$ cat src/rtl/game_pkg.sv
// Shared game-wide types and constants used by the enemy formation logic.
package game_pkg;

  localparam int SCREEN_W = 640;
  localparam int SCREEN_H = 480;

  typedef enum logic {
    DIR_LEFT  = 1'b0,
    DIR_RIGHT = 1'b1
  } dir_t;

  typedef enum logic [2:0] {
    ST_IDLE,
    ST_SPAWN,
    ST_WAIT,
    ST_MOVE,
    ST_SCAN,
    ST_CHECK
  } squad_state_t;

endpackage

$ cat src/rtl/aabb_overlap.sv
// Combinational axis-aligned bounding-box overlap test between box 1 (W1 x H1)
// and box 2 (W2 x H2). Sums are widened to 11 bits so edges near 1023 cannot wrap.
module aabb_overlap #(
  parameter int W1 = 16,
  parameter int H1 = 16,
  parameter int W2 = 8,
  parameter int H2 = 8
) (
  input  logic [9:0] x1,
  input  logic [9:0] y1,
  input  logic [9:0] x2,
  input  logic [9:0] y2,
  output logic       hit
);

  logic [10:0] x1w, y1w, x2w, y2w;

  assign x1w = {1'b0, x1};
  assign y1w = {1'b0, y1};
  assign x2w = {1'b0, x2};
  assign y2w = {1'b0, y2};

  assign hit = (x2w < x1w + 11'(W1)) && (x2w + 11'(W2) > x1w) &&
               (y2w < y1w + 11'(H1)) && (y2w + 11'(H2) > y1w);

endmodule

$ cat src/rtl/enemy_squad_controller.sv
// Enemy formation controller: sweep-and-drop movement once per frame, then a
// serial enemy x bullet collision scan, one pair per cycle.
// Optional build macro: HIT_FLASH_EN (per-enemy hit-flash counters).
module enemy_squad_controller
  import game_pkg::*;
#(
  parameter int ENEMY_COUNT  = 8,
  parameter int BULLET_COUNT = 8,
  parameter int ENEMY_W      = 16,
  parameter int ENEMY_H      = 16,
  parameter int BULLET_W     = 8,
  parameter int BULLET_H     = 8,
  parameter int HP_INIT      = 3,
  parameter int STEP_X       = 2,
  parameter int STEP_Y       = 8,
  parameter int X_MIN        = 0,
  parameter int X_MAX        = 640,
  parameter int Y_START      = 40,
  parameter int Y_MAX        = 440,
  parameter int FORMATION_DX = 40
) (
  input  logic                      clk25,
  input  logic                      rst_n,
  input  logic                      enable,
  input  logic                      start,
  input  logic                      frame_tick,
  input  logic [10*BULLET_COUNT-1:0] bullet_x_flat,
  input  logic [10*BULLET_COUNT-1:0] bullet_y_flat,
  input  logic [BULLET_COUNT-1:0]   bullet_active_flat,
  output logic [10*ENEMY_COUNT-1:0] enemy_x_flat,
  output logic [10*ENEMY_COUNT-1:0] enemy_y_flat,
  output logic [ENEMY_COUNT-1:0]    enemy_alive,
  output logic [ENEMY_COUNT-1:0]    enemy_flash,
  output logic [BULLET_COUNT-1:0]   bullet_hit,
  output logic [ENEMY_COUNT-1:0]    enemy_killed,
  output logic                      wave_clear,
  output logic                      breached
);

  localparam int EIW = (ENEMY_COUNT > 1) ? $clog2(ENEMY_COUNT) : 1;
  localparam int BIW = (BULLET_COUNT > 1) ? $clog2(BULLET_COUNT) : 1;

  squad_state_t state, state_nx;
  dir_t         dir;

  logic [9:0] ex [ENEMY_COUNT];
  logic [9:0] ey [ENEMY_COUNT];
  logic [3:0] hp [ENEMY_COUNT];

  logic [BULLET_COUNT-1:0] consumed;
  logic [EIW-1:0]          e_idx;
  logic [BIW-1:0]          b_idx;
  logic                    pending_tick;

  logic       bound_hit, breach_hit;
  logic [9:0] cur_bx, cur_by;
  logic       overlap, pair_hit, kill_now, last_pair, frame_go;

  // Saturating drop of one row; Y_MAX is the breach row and the floor.
  function automatic logic [9:0] drop_y(input logic [9:0] y);
    logic [10:0] s;
    s = {1'b0, y} + 11'(STEP_Y);
    return (s > 11'(Y_MAX)) ? 10'(Y_MAX) : s[9:0];
  endfunction

  // Bound test over live enemies and breach test for the row after a drop.
  always_comb begin
    // NOTE: every always_comb output gets a default first so no path infers a latch.
    bound_hit  = 1'b0;
    breach_hit = 1'b0;
    for (int i = 0; i < ENEMY_COUNT; i++) begin
      if (enemy_alive[i]) begin
        if (dir == DIR_RIGHT) begin
          if ({1'b0, ex[i]} + 11'(ENEMY_W + STEP_X) > 11'(X_MAX)) bound_hit = 1'b1;
        end else begin
          if ({1'b0, ex[i]} < 11'(X_MIN + STEP_X)) bound_hit = 1'b1;
        end
        if (drop_y(ey[i]) == 10'(Y_MAX)) breach_hit = 1'b1;
      end
    end
  end

  assign cur_bx = bullet_x_flat[10*int'(b_idx) +: 10];
  assign cur_by = bullet_y_flat[10*int'(b_idx) +: 10];

  aabb_overlap #(
    .W1(ENEMY_W), .H1(ENEMY_H), .W2(BULLET_W), .H2(BULLET_H)
  ) u_overlap (
    .x1 (ex[e_idx]),
    .y1 (ey[e_idx]),
    .x2 (cur_bx),
    .y2 (cur_by),
    .hit(overlap)
  );

  assign pair_hit  = enemy_alive[e_idx] && bullet_active_flat[b_idx] &&
                     !consumed[b_idx] && overlap;
  assign kill_now  = pair_hit && (hp[e_idx] == 4'd1);
  assign last_pair = (e_idx == EIW'(ENEMY_COUNT - 1)) && (b_idx == BIW'(BULLET_COUNT - 1));
  assign frame_go  = enable && (frame_tick || pending_tick);

  // State register.
  always_ff @(posedge clk25) begin
    if (!rst_n) state <= ST_IDLE;
    else        state <= state_nx;
  end

  // Next-state logic; start overrides everything.
  always_comb begin
    state_nx = state;
    if (start) begin
      state_nx = ST_SPAWN;
    end else begin
      case (state)
        ST_IDLE:  state_nx = ST_IDLE;
        ST_SPAWN: state_nx = ST_WAIT;
        ST_WAIT:  if (frame_go) state_nx = ST_MOVE;
        ST_MOVE:  if (enable) state_nx = ST_SCAN;
        ST_SCAN:  if (enable && last_pair) state_nx = ST_CHECK;
        ST_CHECK: state_nx = (enemy_alive == '0) ? ST_IDLE : ST_WAIT;
        default:  state_nx = ST_IDLE;
      endcase
    end
  end

  // Formation datapath: spawn, movement, collision scan and the output pulses.
  always_ff @(posedge clk25) begin
    if (!rst_n) begin
      // NOTE: these per-enemy arrays are small flop banks, not RAM, so they take a reset.
      for (int i = 0; i < ENEMY_COUNT; i++) begin
        ex[i] <= '0;
        ey[i] <= '0;
        hp[i] <= '0;
      end
      enemy_alive  <= '0;
      bullet_hit   <= '0;
      enemy_killed <= '0;
      wave_clear   <= 1'b0;
      breached     <= 1'b0;
      dir          <= DIR_RIGHT;
      pending_tick <= 1'b0;
      consumed     <= '0;
      e_idx        <= '0;
      b_idx        <= '0;
    end else begin
      // NOTE: non-blocking throughout; the pulse defaults here are overridden by later writes.
      bullet_hit   <= '0;
      enemy_killed <= '0;
      wave_clear   <= 1'b0;

      if (frame_tick && (state inside {ST_MOVE, ST_SCAN, ST_CHECK}))
        pending_tick <= 1'b1;

      if (!start) begin
        case (state)
          ST_SPAWN: begin
            for (int i = 0; i < ENEMY_COUNT; i++) begin
              ex[i] <= 10'(X_MIN + i * FORMATION_DX);
              ey[i] <= 10'(Y_START);
              hp[i] <= 4'(HP_INIT);
            end
            enemy_alive  <= '1;
            dir          <= DIR_RIGHT;
            breached     <= 1'b0;
            pending_tick <= 1'b0;
          end
          ST_WAIT: begin
            if (frame_go) pending_tick <= 1'b0;
          end
          ST_MOVE: begin
            if (enable) begin
              consumed <= '0;
              e_idx    <= '0;
              b_idx    <= '0;
              if (bound_hit) begin
                dir <= (dir == DIR_RIGHT) ? DIR_LEFT : DIR_RIGHT;
                for (int i = 0; i < ENEMY_COUNT; i++) ey[i] <= drop_y(ey[i]);
                if (breach_hit) breached <= 1'b1;
              end else begin
                for (int i = 0; i < ENEMY_COUNT; i++)
                  ex[i] <= (dir == DIR_RIGHT) ? ex[i] + 10'(STEP_X) : ex[i] - 10'(STEP_X);
              end
            end
          end
          ST_SCAN: begin
            if (enable) begin
              if (pair_hit) begin
                hp[e_idx]         <= hp[e_idx] - 4'd1;
                consumed[b_idx]   <= 1'b1;
                bullet_hit[b_idx] <= 1'b1;
                if (kill_now) begin
                  enemy_alive[e_idx]  <= 1'b0;
                  enemy_killed[e_idx] <= 1'b1;
                end
              end
              if (b_idx == BIW'(BULLET_COUNT - 1)) begin
                b_idx <= '0;
                if (e_idx != EIW'(ENEMY_COUNT - 1)) e_idx <= e_idx + 1'b1;
              end else begin
                b_idx <= b_idx + 1'b1;
              end
            end
          end
          ST_CHECK: begin
            if (enemy_alive == '0) wave_clear <= 1'b1;
          end
          default: ;
        endcase
      end
    end
  end

`ifdef HIT_FLASH_EN
  logic [2:0] flash_cnt [ENEMY_COUNT];

  // Hit-flash counters: load on a non-lethal hit, count down once per moved frame.
  always_ff @(posedge clk25) begin
    if (!rst_n) begin
      for (int i = 0; i < ENEMY_COUNT; i++) flash_cnt[i] <= '0;
    end else if (!start) begin
      if (state == ST_SPAWN) begin
        for (int i = 0; i < ENEMY_COUNT; i++) flash_cnt[i] <= '0;
      end else if (state == ST_MOVE && enable) begin
        for (int i = 0; i < ENEMY_COUNT; i++)
          if (flash_cnt[i] != 3'd0) flash_cnt[i] <= flash_cnt[i] - 3'd1;
      end else if (state == ST_SCAN && enable && pair_hit && !kill_now) begin
        flash_cnt[e_idx] <= 3'd7;
      end
    end
  end

  // Flash only while the enemy is still alive.
  always_comb begin
    enemy_flash = '0;
    for (int i = 0; i < ENEMY_COUNT; i++)
      enemy_flash[i] = (flash_cnt[i] != 3'd0) && enemy_alive[i];
  end
`else
  assign enemy_flash = '0;
`endif

  // Flatten per-enemy positions onto the output buses.
  always_comb begin
    enemy_x_flat = '0;
    enemy_y_flat = '0;
    for (int i = 0; i < ENEMY_COUNT; i++) begin
      enemy_x_flat[10*i +: 10] = ex[i];
      enemy_y_flat[10*i +: 10] = ey[i];
    end
  end

endmodule

$ cat config.mk
export PLATFORM = sky130hd
export DESIGN_NAME = enemy_squad_controller
export DESIGN_NICKNAME = d
export VERILOG_FILES = /design/src/rtl/game_pkg.sv /design/src/rtl/aabb_overlap.sv /design/src/rtl/enemy_squad_controller.sv
export SDC_FILE = /design/constraint.sdc
export NUM_CORES = 1
export LEC_CHECK = 0
export CELL_PAD_IN_SITES_DETAIL_PLACEMENT = 1
export CELL_PAD_IN_SITES_GLOBAL_PLACEMENT = 2
export CORE_MARGIN = 1.5
export CORE_UTILIZATION = 32
export CTS_CLUSTER_DIAMETER = 200
export DETAILED_ROUTE_END_ITERATION = 10
export PLACE_DENSITY_LB_ADDON = 0.1
export RECOVER_POWER = 100
export SLEW_MARGIN = 20
export SYNTH_ARGS = -nofsm -noshare
export SYNTH_HDL_FRONTEND = slang
export SYNTH_HIERARCHICAL = 1
export SYNTH_SLANG_ARGS = --single-unit
$ cat constraint.sdc
create_clock -name clk25 -period 12.21 [get_ports clk25]
set_clock_uncertainty 0.05 [all_clocks]
set_input_delay 2.442 -clock clk25 [delete_from_list [all_inputs] [get_ports clk25]]
set_output_delay 2.442 -clock clk25 [all_outputs]
set_load 0.005 [all_outputs]
==> impl_results.md <==
- Status: complete, but fails checks
- Failing checks: capacitance limit, slew limit
- Arrival time at the worst endpoint: 8380 ps
- Post-layout nets: 2425
- Count of inserted antenna diode cells: 0
- Hold Violations, Final: 0
- Worst-case vdd ir drop: 0.1071 mV
- Number of buffers inserted during clock tree synthesis: 29
- Slew headroom: -0.9300
- Fillers: 6050
- Final worst-path setup slack: 4008 ps
- Die X-Extent: 235.8 um
- Count of yosys warnings during synthesis: 6
- Top_reg_cell synth: sky130_fd_sc_hd__edfxtp_1
- Final period util: 0.6718
- Summed instance area of the synthesized netlist: 17350 sq um
- Layout overhead on the synthesized area: 28.87%
- Post-CTS Setup Repair Bufs: 0
- DRC Markers: 0
- Starting density of the core: 0.3230
- Combinational Power Share: 0.131
- Switching Power: 0.0005829 W
- Setup repair after global routing missed its margin: no
- CTS tree: yes
- Quantity of I/O buffers inserted on ports: 350
- Number of pins with negative max-slew slack in the final report: 143
- Count of H-tree levels built during CTS: 1
- Share of total power in sequential cells: 0.444
- Highest Clock Rate: 121.9 MHz
- Layout cell share with drive strength beyond 1: 0.08170
- Routability-driven placement congestion ratio: 0.8212
- Clock power share: 0.425
- Total Routed Length: 71.13 mm
- Number of vias in the routed layout: 16350
- Die Span Y: 235.8 um
- Root cell of the clock tree: sky130_fd_sc_hd__clkbuf_16
- Post-synth ARST share: 0
- Total setup violations reported at the end of the flow: 0
- Kind of end point of the critical path: flop
- Aggregate global routing overflow: 0
- Hold Buf Count CTS: 0
- Storage cell area: 6301 sq um
- Post-synthesis register bit count: 232
- Internal portion of total power: 0.001564 W
- Number of antenna violations at the first check in global routing: 1
- Pre-antenna DRT Iters: 5
- Overall Global Routing Usage: 0.2503
- Maximum number of pins on one net before global-route repair: 57
- Number of buffers between clock root and the deepest sink: 3
- Clock network latency to the later pin of the worst-skew pair: 590 ps
- Actual slew at the worst max-slew pin: 2895 ps
- Type of origin of the critical path: input port
- Final-layout setup total negative slack: 0 ps
- Number of placement rows: 85
- Number of top-level design ports: 367
- Switching power share of the total: 0.2715
- Per-cell routed wire length: 24.64 um
- Power density over the cells: 96.04 nW/um^2
- Floorplan die area: 55620 sq um
- Per-cell via count in the routed design: 5.664
- Worst setup path class: in2reg
- Number of flops mapped to enable cells by yosys: 165
- Max-capacitance violation count: 5
- Number of global-route vias before repair: 16760
- Crit path max fanout: 23
- Total chip power: 0.002147 W
- Placeable core area: 53710 sq um
- Worst slack at placement: 3615 ps
- Clk sink count: 232
- Leakage power: 8.267 nW
- Post-CTS clock slew at the launch and capture registers of the worst setup and hold paths: 60 ps
- Data required time at the worst endpoint: 12390 ps
- Avg Synthesized Cell Area: 9.218 sq um
- Instance count of the mapped netlist: 1882
- Period minus WS final: 8202 ps
- Number of design-rule violations left by the first detailed-router iteration: 743
- Sequential cell area fraction in the yosys report: 0.3629
- Remaining antenna violation count: 0
- HPWL after DPL: 53.72 mm
- Area occupied by multi-input gates: 10210 sq um
- First-pass GRT wire length: 108.0 mm
- Number of library cell types mapped by synthesis: 85
- Path class of the lowest-slack min-delay path: reg2reg
- Cells resized by post-CTS repair: 0
## through the flow
stage	utilization	cells	hold slack (ps)	instance area, sq um
detailed placement	0.3985	2833	400.3	21400
finish	0.4163	2887	410.8	22360
global placement	0.3985	2833	389.9	21400
floorplan	-	1905	382.2	17430
global route	0.4163	2887	424.1	22360
CTS	0.4171	2887	415.8	22400
## registers in the layout, summed over array words and instances, names as in the netlist, named ones only
name          cells
consumed          8
dir               1
wave_clear        1
e_idx             3
ex               72
state             3
ey               80
hp               32
enemy_killed      8
b_idx             3
bullet_hit        8
breached          1
pending_tick      1
enemy_alive       8
## cell usage after synthesis, types with 44 or more instances
| master | n | area share |
|---|---|---|
| sky130_fd_sc_hd__nand3_1 | 74 | 0.021 |
| sky130_fd_sc_hd__inv_1 | 82 | 0.018 |
| sky130_fd_sc_hd__xnor2_1 | 64 | 0.032 |
| sky130_fd_sc_hd__clkbuf_1 | 107 | 0.023 |
| sky130_fd_sc_hd__ha_1 | 84 | 0.061 |
| sky130_fd_sc_hd__a21oi_1 | 102 | 0.029 |
| sky130_fd_sc_hd__nand2_1 | 142 | 0.031 |
| sky130_fd_sc_hd__xor2_1 | 60 | 0.030 |
| sky130_fd_sc_hd__o21ai_0 | 88 | 0.025 |
| sky130_fd_sc_hd__nor3_1 | 44 | 0.013 |
| sky130_fd_sc_hd__nor2_1 | 180 | 0.039 |
| sky130_fd_sc_hd__edfxtp_1 | 165 | 0.29 |
| sky130_fd_sc_hd__and3_1 | 59 | 0.021 |
| sky130_fd_sc_hd__mux4_2 | 47 | 0.061 |
| sky130_fd_sc_hd__dfxtp_1 | 67 | 0.077 |
## placed cells by master (no fill, tap or decap), types with 13 or more instances in the layout
cell	count
sky130_fd_sc_hd__a221oi_1	24
sky130_fd_sc_hd__ha_1	84
sky130_fd_sc_hd__and3_1	59
sky130_fd_sc_hd__dlygate4sd3_1	182
sky130_fd_sc_hd__xor2_1	60
sky130_fd_sc_hd__clkdlybuf4s50_1	168
sky130_fd_sc_hd__a21oi_1	102
sky130_fd_sc_hd__a31oi_1	35
sky130_fd_sc_hd__nor3_1	43
sky130_fd_sc_hd__mux4_2	47
sky130_fd_sc_hd__mux2_2	31
sky130_fd_sc_hd__nand4_1	26
sky130_fd_sc_hd__nand3_1	74
sky130_fd_sc_hd__nand2b_1	13
sky130_fd_sc_hd__o22ai_1	22
sky130_fd_sc_hd__nor2_1	180
sky130_fd_sc_hd__conb_1	24
sky130_fd_sc_hd__o21a_1	13
sky130_fd_sc_hd__nand2_1	141
sky130_fd_sc_hd__nor4_1	21
sky130_fd_sc_hd__o21ai_0	96
sky130_fd_sc_hd__or3_1	15
sky130_fd_sc_hd__mux2i_1	29
sky130_fd_sc_hd__xnor2_1	64
sky130_fd_sc_hd__inv_1	82
sky130_fd_sc_hd__dfxtp_1	63
sky130_fd_sc_hd__a22oi_1	32
sky130_fd_sc_hd__edfxtp_1	165
sky130_fd_sc_hd__buf_4	16
sky130_fd_sc_hd__clkbuf_16	29
## power by group through the flow
stage,Clock [W],Combinational [W],Sequential [W]
2_1_floorplan,0,0.000152,0.000926
3_3_place_gp,0,0.000287,0.000971
3_5_place_dp,0,0.000291,0.000972
4_1_cts,0.000935,0.000293,0.000955
5_1_grt,0.000964,0.000307,0.000961
6_report,0.000913,0.000280,0.000954
## cells by family after synthesis
group / Yosys count / share of synthesized area
AND/OR/NAND/NOR: 653 / 0.1877
XOR/XNOR: 124 / 0.06260
adder cells (fa/ha/maj): 84 / 0.06058
flip-flops: 232 / 0.3629
buffers and inverters: 228 / 0.05366
other: 1 / 0.0002162
AO/OA/AOI/OAI: 453 / 0.1745
multiplexers: 107 / 0.09787
## critical path, cell delays in order
cell                            delay, ps
sky130_fd_sc_hd__dlygate4sd3_1        560
sky130_fd_sc_hd__a32o_1               250
sky130_fd_sc_hd__a221oi_1             240
sky130_fd_sc_hd__nand3_1              250
sky130_fd_sc_hd__ha_1                 300
sky130_fd_sc_hd__nand3_1              120
sky130_fd_sc_hd__nor2_1                70
sky130_fd_sc_hd__xor2_1               150
sky130_fd_sc_hd__ha_1                 340
sky130_fd_sc_hd__and3_1               210
sky130_fd_sc_hd__nand4_1               90
sky130_fd_sc_hd__o22ai_1               70
sky130_fd_sc_hd__o22a_1               220
sky130_fd_sc_hd__a2111oi_0            560
sky130_fd_sc_hd__o2111ai_1            200
sky130_fd_sc_hd__a2111oi_0            560
sky130_fd_sc_hd__nand4_1              900
sky130_fd_sc_hd__o21ai_0              830
## per-layer routing
metal  global-route usage  vias up  part of all wire
li1                     -     7608                 -
met1               0.3243     8248              0.44
met2               0.4318      419              0.49
met3              0.04377       74             0.053
met4              0.05982        2             0.022
met5                    0        -           0.00018
## worst paths after layout
path	cells past startpoint	start	to	slack, ps
setup / recovery	18	bullet_x_flat[23]	hp[0][0]	4010
hold / removal	1	consumed[2]	consumed[2]	410
setup reg to reg	19	b_idx[1]	hp[0][0]	4470
hold reg to reg	1	consumed[2]	consumed[2]	410
## area by class of cell
cell class / instances / area share
clock buffer: 34 / 0.03420
clock inverter: 20 / 0.01052
inverter: 85 / 0.01427
multi-input combinational: 1445 / 0.4566
sequential: 232 / 0.2818
tap: 696 / 0.03895
timing repair buffer: 375 / 0.1636
Note: power is estimated with default switching activity, not from simulation.
